`src/rtl/data_switch_hold.sv`:
```
// Three-segment data bus (pin / ALU / register file) joined by two bidirectional
// switches, with per-segment hold registers and a sticky, counted conflict monitor.
module data_switch_hold #(
    parameter logic [7:0] HOLD_RESET_VALUE = 8'hFF,
    parameter int         CNT_W            = 4
) (
    input  logic             clk,
    input  logic             reset,
    input  logic             bus_sw_1u,
    input  logic             bus_sw_1d,
    input  logic             bus_sw_2u,
    input  logic             bus_sw_2d,
    input  logic             bus_sw_mask543_en,
    input  logic             db0_we,
    input  logic [7:0]       db0_wd,
    input  logic             db1_we,
    input  logic [7:0]       db1_wd,
    input  logic             db2_we,
    input  logic [7:0]       db2_wd,
    input  logic             conflict_clr,
    output logic [7:0]       db0,
    output logic [7:0]       db1,
    output logic [7:0]       db2,
    output logic             bus_conflict,
    output logic [CNT_W-1:0] conflict_cnt
);

    logic [7:0]       r_hold0;
    logic [7:0]       r_hold1;
    logic [7:0]       r_hold2;
    logic             r_conflict;
    logic [CNT_W-1:0] r_cnt;

    // A switch conducts only when exactly one direction is requested.
    logic w_sw1Up;
    logic w_sw1Dn;
    logic w_sw2Up;
    logic w_sw2Dn;
    assign w_sw1Up = bus_sw_1u & ~bus_sw_1d;
    assign w_sw1Dn = bus_sw_1d & ~bus_sw_1u;
    assign w_sw2Up = bus_sw_2u & ~bus_sw_2d;
    assign w_sw2Dn = bus_sw_2d & ~bus_sw_2u;

    logic [7:0] w_base0;
    logic [7:0] w_base2;
    assign w_base0 = db0_we ? db0_wd : r_hold0;
    assign w_base2 = db2_we ? db2_wd : r_hold2;

    // Segment 1 is resolved first: an active switch into it implies the far
    // segment is not itself fed from segment 1, so using its base value breaks
    // the combinational loop. If both switches feed it, SW1 wins.
    assign db1 = db1_we  ? db1_wd  :
                 w_sw1Up ? w_base0 :
                 w_sw2Dn ? w_base2 :
                           r_hold1;

    assign db0 = db0_we  ? db0_wd :
                 w_sw1Dn ? (bus_sw_mask543_en ? (db1 & 8'hC7) : db1) :
                           r_hold0;

    assign db2 = db2_we  ? db2_wd :
                 w_sw2Up ? db1    :
                           r_hold2;

    logic w_conflict;
    assign w_conflict = (bus_sw_1u & bus_sw_1d) |
                        (bus_sw_2u & bus_sw_2d) |
                        (db0_we & w_sw1Dn) |
                        (db1_we & (w_sw1Up | w_sw2Dn)) |
                        (db2_we & w_sw2Up);

    always_ff @(posedge clk) begin
        if (reset) begin
            r_hold0    <= HOLD_RESET_VALUE;
            r_hold1    <= HOLD_RESET_VALUE;
            r_hold2    <= HOLD_RESET_VALUE;
            r_conflict <= 1'b0;
            r_cnt      <= '0;
        end else begin
            r_hold0 <= db0;
            r_hold1 <= db1;
            r_hold2 <= db2;
            if (conflict_clr) begin
                r_conflict <= 1'b0;
                r_cnt      <= '0;
            end else if (w_conflict) begin
                r_conflict <= 1'b1;
                if (r_cnt != {CNT_W{1'b1}}) begin
                    r_cnt <= r_cnt + 1'b1;
                end
            end
        end
    end

    assign bus_conflict = r_conflict;
    assign conflict_cnt = r_cnt;

endmodule

```
`config.mk`:
```
export PLATFORM = sky130hd
export DESIGN_NAME = data_switch_hold
export DESIGN_NICKNAME = d
export VERILOG_FILES = /design/src/rtl/data_switch_hold.sv
export SDC_FILE = /design/constraint.sdc
export NUM_CORES = 1
export LEC_CHECK = 0
export ABC_CLOCK_PERIOD_IN_PS = 1700
export BUFFER_PORTS_ARGS = -buffer_cell sky130_fd_sc_hd__buf_4
export CAP_MARGIN = 10
export CORE_AREA = 2 2 65 67
export CTS_BUF_LIST = sky130_fd_sc_hd__clkbuf_4 sky130_fd_sc_hd__clkbuf_8 sky130_fd_sc_hd__clkbuf_16
export CTS_CLUSTER_DIAMETER = 100
export DETAILED_ROUTE_END_ITERATION = 6
export DIE_AREA = 0 0 67 69
export GPL_ROUTABILITY_DRIVEN = 0
export PLACE_DENSITY = 0.77
export RECOVER_POWER = 50
export SKIP_CTS_REPAIR_TIMING = 1
export SYNTH_ARGS = -nofsm -noshare
export SYNTH_HDL_FRONTEND = slang
export SYNTH_SLANG_ARGS = --single-unit
```
`constraint.sdc`:
```
create_clock -name clk -period 1.7 [get_ports clk]
set_clock_uncertainty 0.1 [all_clocks]
set_input_delay 0.17 -clock clk [delete_from_list [all_inputs] [get_ports clk]]
set_output_delay 0.17 -clock clk [all_outputs]
set_load 0.02 [all_outputs]
```
Word-level counts from Yosys, hierarchy flattened --
Cells that the tools add are included.
Cells by class: $add $sub $neg 1, $mul 0, div/mod/pow operators 0, order comparisons 0, eq/ne operators 1, shift-type cells 0, mux-type cells 10, bitwise gates (word level) 18, reductions and logical operators 2
Operators by type and width (number):
- $mux 8 | 9
- $and 1x1->1 | 9
- $mux 6 | 1
- $or 1x1->1 | 5
- $add 4x1->4 const B | 1
- $ne 4x4->1 const B | 1
- $not 1->1 | 4
- $reduce_and 2->1 | 1
- $reduce_or 2->1 | 1
Word-level totals: flip-flop bits (word level) 29, latch bits 0, bits in writable memories 0, memory bits (read-only) 0, output and inout port bits 29, logic and storage cells 37, memories 0

Logic depth before layout (Yosys ltp) --
depth in word-level cells 8, depth in mapped cells 7, mapped depth without buffers 5

Worst setup path before layout --
Ideal clock, no wire load.
path kind input port to output port, start input port db1_we, end output port db2[5], arrival time 1.625 ns, data required time 1.430 ns, setup slack -0.195 ns, cell stages on the path 6, path buffers 2, path through buf_2 > or2_0 > buf_6 > o211ai_2 > inv_1 > o21ai_0
On the way: longest elaborated chain between the ends 3
Ends and longest elaborated chain:
- from (decl) | RTL line 16 | input logic db1_we,
- $mux 8 | RTL line 52 | assign db1 = db1_we ? db1_wd :
- named net db1[5] | RTL line 22 | output logic [7:0] db1,
- $mux 8 | RTL line 62 | w_sw2Up ? db1 :
- $mux 8 | RTL line 61 | assign db2 = db2_we ? db2_wd :
- to (decl) | RTL line 23 | output logic [7:0] db2,
The timed path passes the listed nets, and every way through them passes these cells.

Worst setup path in the final report --
start register r_hold0[3], end output port db0[3]
On the way: longest elaborated chain between the ends 6
Ends and longest elaborated chain:
- from (decl) | RTL line 28 | logic [7:0] r_hold0;
- from (signal assigned) | RTL line 74 | r_hold0 <= HOLD_RESET_VALUE;
- from (signal assigned) | RTL line 80 | r_hold0 <= db0;
- $mux 8 | RTL line 46 | assign w_base0 = db0_we ? db0_wd : r_hold0;
- $mux 8 | RTL line 53 | w_sw1Up ? w_base0 :
- $mux 8 | RTL line 52
- $mux 6 | RTL line 58 | w_sw1Dn ? (bus_sw_mask543_en ? (db1 & 8'hC7) : db1) :
- $mux 8 (*) | RTL line 58
- $mux 8 (*) | RTL line 57 | assign db0 = db0_we ? db0_wd :
- to (decl) | RTL line 21 | output logic [7:0] db0,
Mark *: on every way between the ends. The rest lies on a longest branch, timed or not.

==> metrics <==
outcome finished, violations left; failing checks negative setup slack; Core Region roughly 3900 um2; first-pass GRT wire length between 8000 and 9000 um; share of the synthesized area in the top cell type 0.3093; top post-synthesis cells by area dfxtp_1 (31%), nand2_1 (4.2%), a21oi_1 (4.0%), a221oi_2 (4.0%), nand2b_1 (4.0%); Die X approximately 67 um; cells after synthesis about 230; setup ws final -380.2 ps; Die Span Y slightly below 70 um; IO buf count 63; Core Rows 23; H-tree lvl count 2; largest net degree at the start of global routing 23; Rel. slew slack 0.6297; clock sink count 29; Ant. Diodes 0; drc violations 0; total CTS buffers 5; clock tree buffer depth 2; hold wc startpoint db0_wd[4]; Clock Pin Slew Worst Setup and Hold Paths approximately 60 ps; Post-synth EDFFs 0; Synth Register Bits 29; CTS tree done; DR iter-0 viols 164; worst-path fanout max 2; Clock Latency Late Sink 280 ps; final WL 6279 um; WS Path Type reg2out; achievable clock frequency just under 500 MHz; Setup crit end kind output pin; hold crit path type in2reg; fill cell count 289; Syn Nets ~260; via count about 2100; synthesized area per cell ~8.3 um2; fin crit period around 2100 ps; Root Driver clkbuf_8; total global-route track usage 0.2329; Power Density roughly 700 nW/um2; Hold WS between 90 and 100 ps; Final ANT Viol Nets 0; RSZ-0062 raised after global routing true; ys flop type dfxtp_1; Final setup viols 22; num ports between 60 and 70; Req. time, crit path ~1400 ps; WL/cell ~17 um; final net count about 360; CP Launch Type flip-flop; Async S/R FF share, synth 0; Post-DP HPWL ~4000 um; total chip power 0.002189 W; router iterations before antenna repair 4; area leader, netlist dfxtp_1; critical path arrival ~1800 ps; Least-Margin Pin Slew 555.5 ps; peak supply drop 0.5303 mV; max_cap viols 0; Crit. Startpoint r_hold0[3]; Synth Cell Area approximately 1900 um2; Pins Over Slew Limit 0; DP Worst Slack -172.7 ps; sequential share of the synthesized area 0.3093; Final Hold Vio Count 0; drt via density 5.674; P_leak around 1.3 nW; die area roughly 4600 um2; layout cells sized above 1 0.4740; fin crit share 1.224; synth warn 0; vias in the first global route approximately 1900; area grow syn2layout 62.53%; antenna violations before repair 0; Starting Density 0.4795; post-synth cell types 47; Crit Reg-Reg Startpoint r_hold0[3]; total gr overflow 0
through the flow:
step	cell area [um2]	setup TNS, ps	cells	util
floorplan	1924	-3.844	225	-
global placement	2663	-1107	360	0.6803
detailed placement	2663	-1563	360	0.6803
CTS	2749	-2971	368	0.7024
global route	3050	-5636	377	0.7794
finish	3050	-3872	377	0.7794
Yosys cell counts, types with 2 or more instances:
master    instances
a211oi_2          5
a21oi_1          15
a221oi_2          5
a222oi_1          3
a22oi_2           2
and2b_1           2
and3_1            3
buf_1             2
buf_2             4
buf_6             3
clkbuf_1          5
dfxtp_1          29
inv_1            14
inv_2             2
mux2_1            2
mux2i_1           5
nand2_1          21
nand2b_1         12
nand3_1           3
nor2_1           15
nor2b_1           3
nor3b_1           6
o21a_1            6
o21ai_0          15
o21ai_1           5
o221ai_1          2
o22ai_1           8
o31ai_4           2
or2_1             5
or2_2             3
or3_1             2
power by group:
group | switching, W | total (W) | internal (W)
sequential | 0.0000334 | 0.000766 | 0.000733
combinational | 0.000427 | 0.000862 | 0.000435
clock | 0.000262 | 0.000561 | 0.000299
total | 0.000723 | 0.00219 | 0.00147
final cells by class:
cell class              instances  area [um2]  share of cell area
clock buffers                   6       76.32             0.02502
clock inverters                 2       10.01            0.003281
inverters                      16       67.56             0.02215
multi-input cells             165        1320              0.4327
flip-flops and latches         29       589.3              0.1932
well taps                      50       62.56             0.02051
repair buffers                109       924.6              0.3031
flip-flops by register name, indices dropped and copies added (netlist names):
signal / count
r_hold0: 8
bus_conflict: 1
conflict_cnt: 4
r_hold1: 8
r_hold2: 8
cells in the final DEF, fill, tap and decap left out, types with 3 or more instances in the layout:
master / instances
or2_2: 3
a221oi_1: 3
inv_1: 13
o21a_1: 6
dfxtp_1: 22
o21ai_1: 5
or2_1: 5
nand3_1: 3
o21ai_0: 14
inv_4: 3
buf_12: 3
buf_4: 73
a222oi_1: 3
nand2b_1: 11
clkbuf_1: 9
nor3b_1: 6
o22ai_1: 8
a21oi_1: 15
a211oi_4: 4
nor2_1: 11
nand2_1: 21
mux2i_4: 6
dfxtp_2: 7
nor2_2: 3
buf_6: 22
clkbuf_8: 5
kinds of logic (layout without fill, tap and decap cells):
logic type / after synthesis / in the layout / synth area share
compound gates: 73 / 73 / 0.3033
xor+xnor: 1 / 1 / 0.004668
fa+ha+maj: 1 / 1 / 0.006666
buf+inv: 31 / 133 / 0.07867
flops: 29 / 29 / 0.3093
mux: 10 / 10 / 0.06466
simple gates: 80 / 80 / 0.2327
final timing paths:
check                               endpoint  slack (ps)  depth (start not counted)
worst max-delay path                  db0[3]        -380                          6
worst min-delay path              r_hold0[4]          90                          3
worst max register to register    r_hold1[3]          40                          6
worst min register to register  bus_conflict         380                          1
critical path, stage by stage, from the launching register on:
cell	delay, ps
dfxtp_1	320
mux2_4	280
a22oi_2	200
o31ai_4	100
a222oi_1	380
inv_1	110
buf_6	150
layer usage:
metal  wire length (um)  GRT usage
met1               2298     0.2753
met2               3351     0.4004
met3                393    0.06362
met4                235    0.07029
met5                  0          0
(Power assumes the default switching activity.)
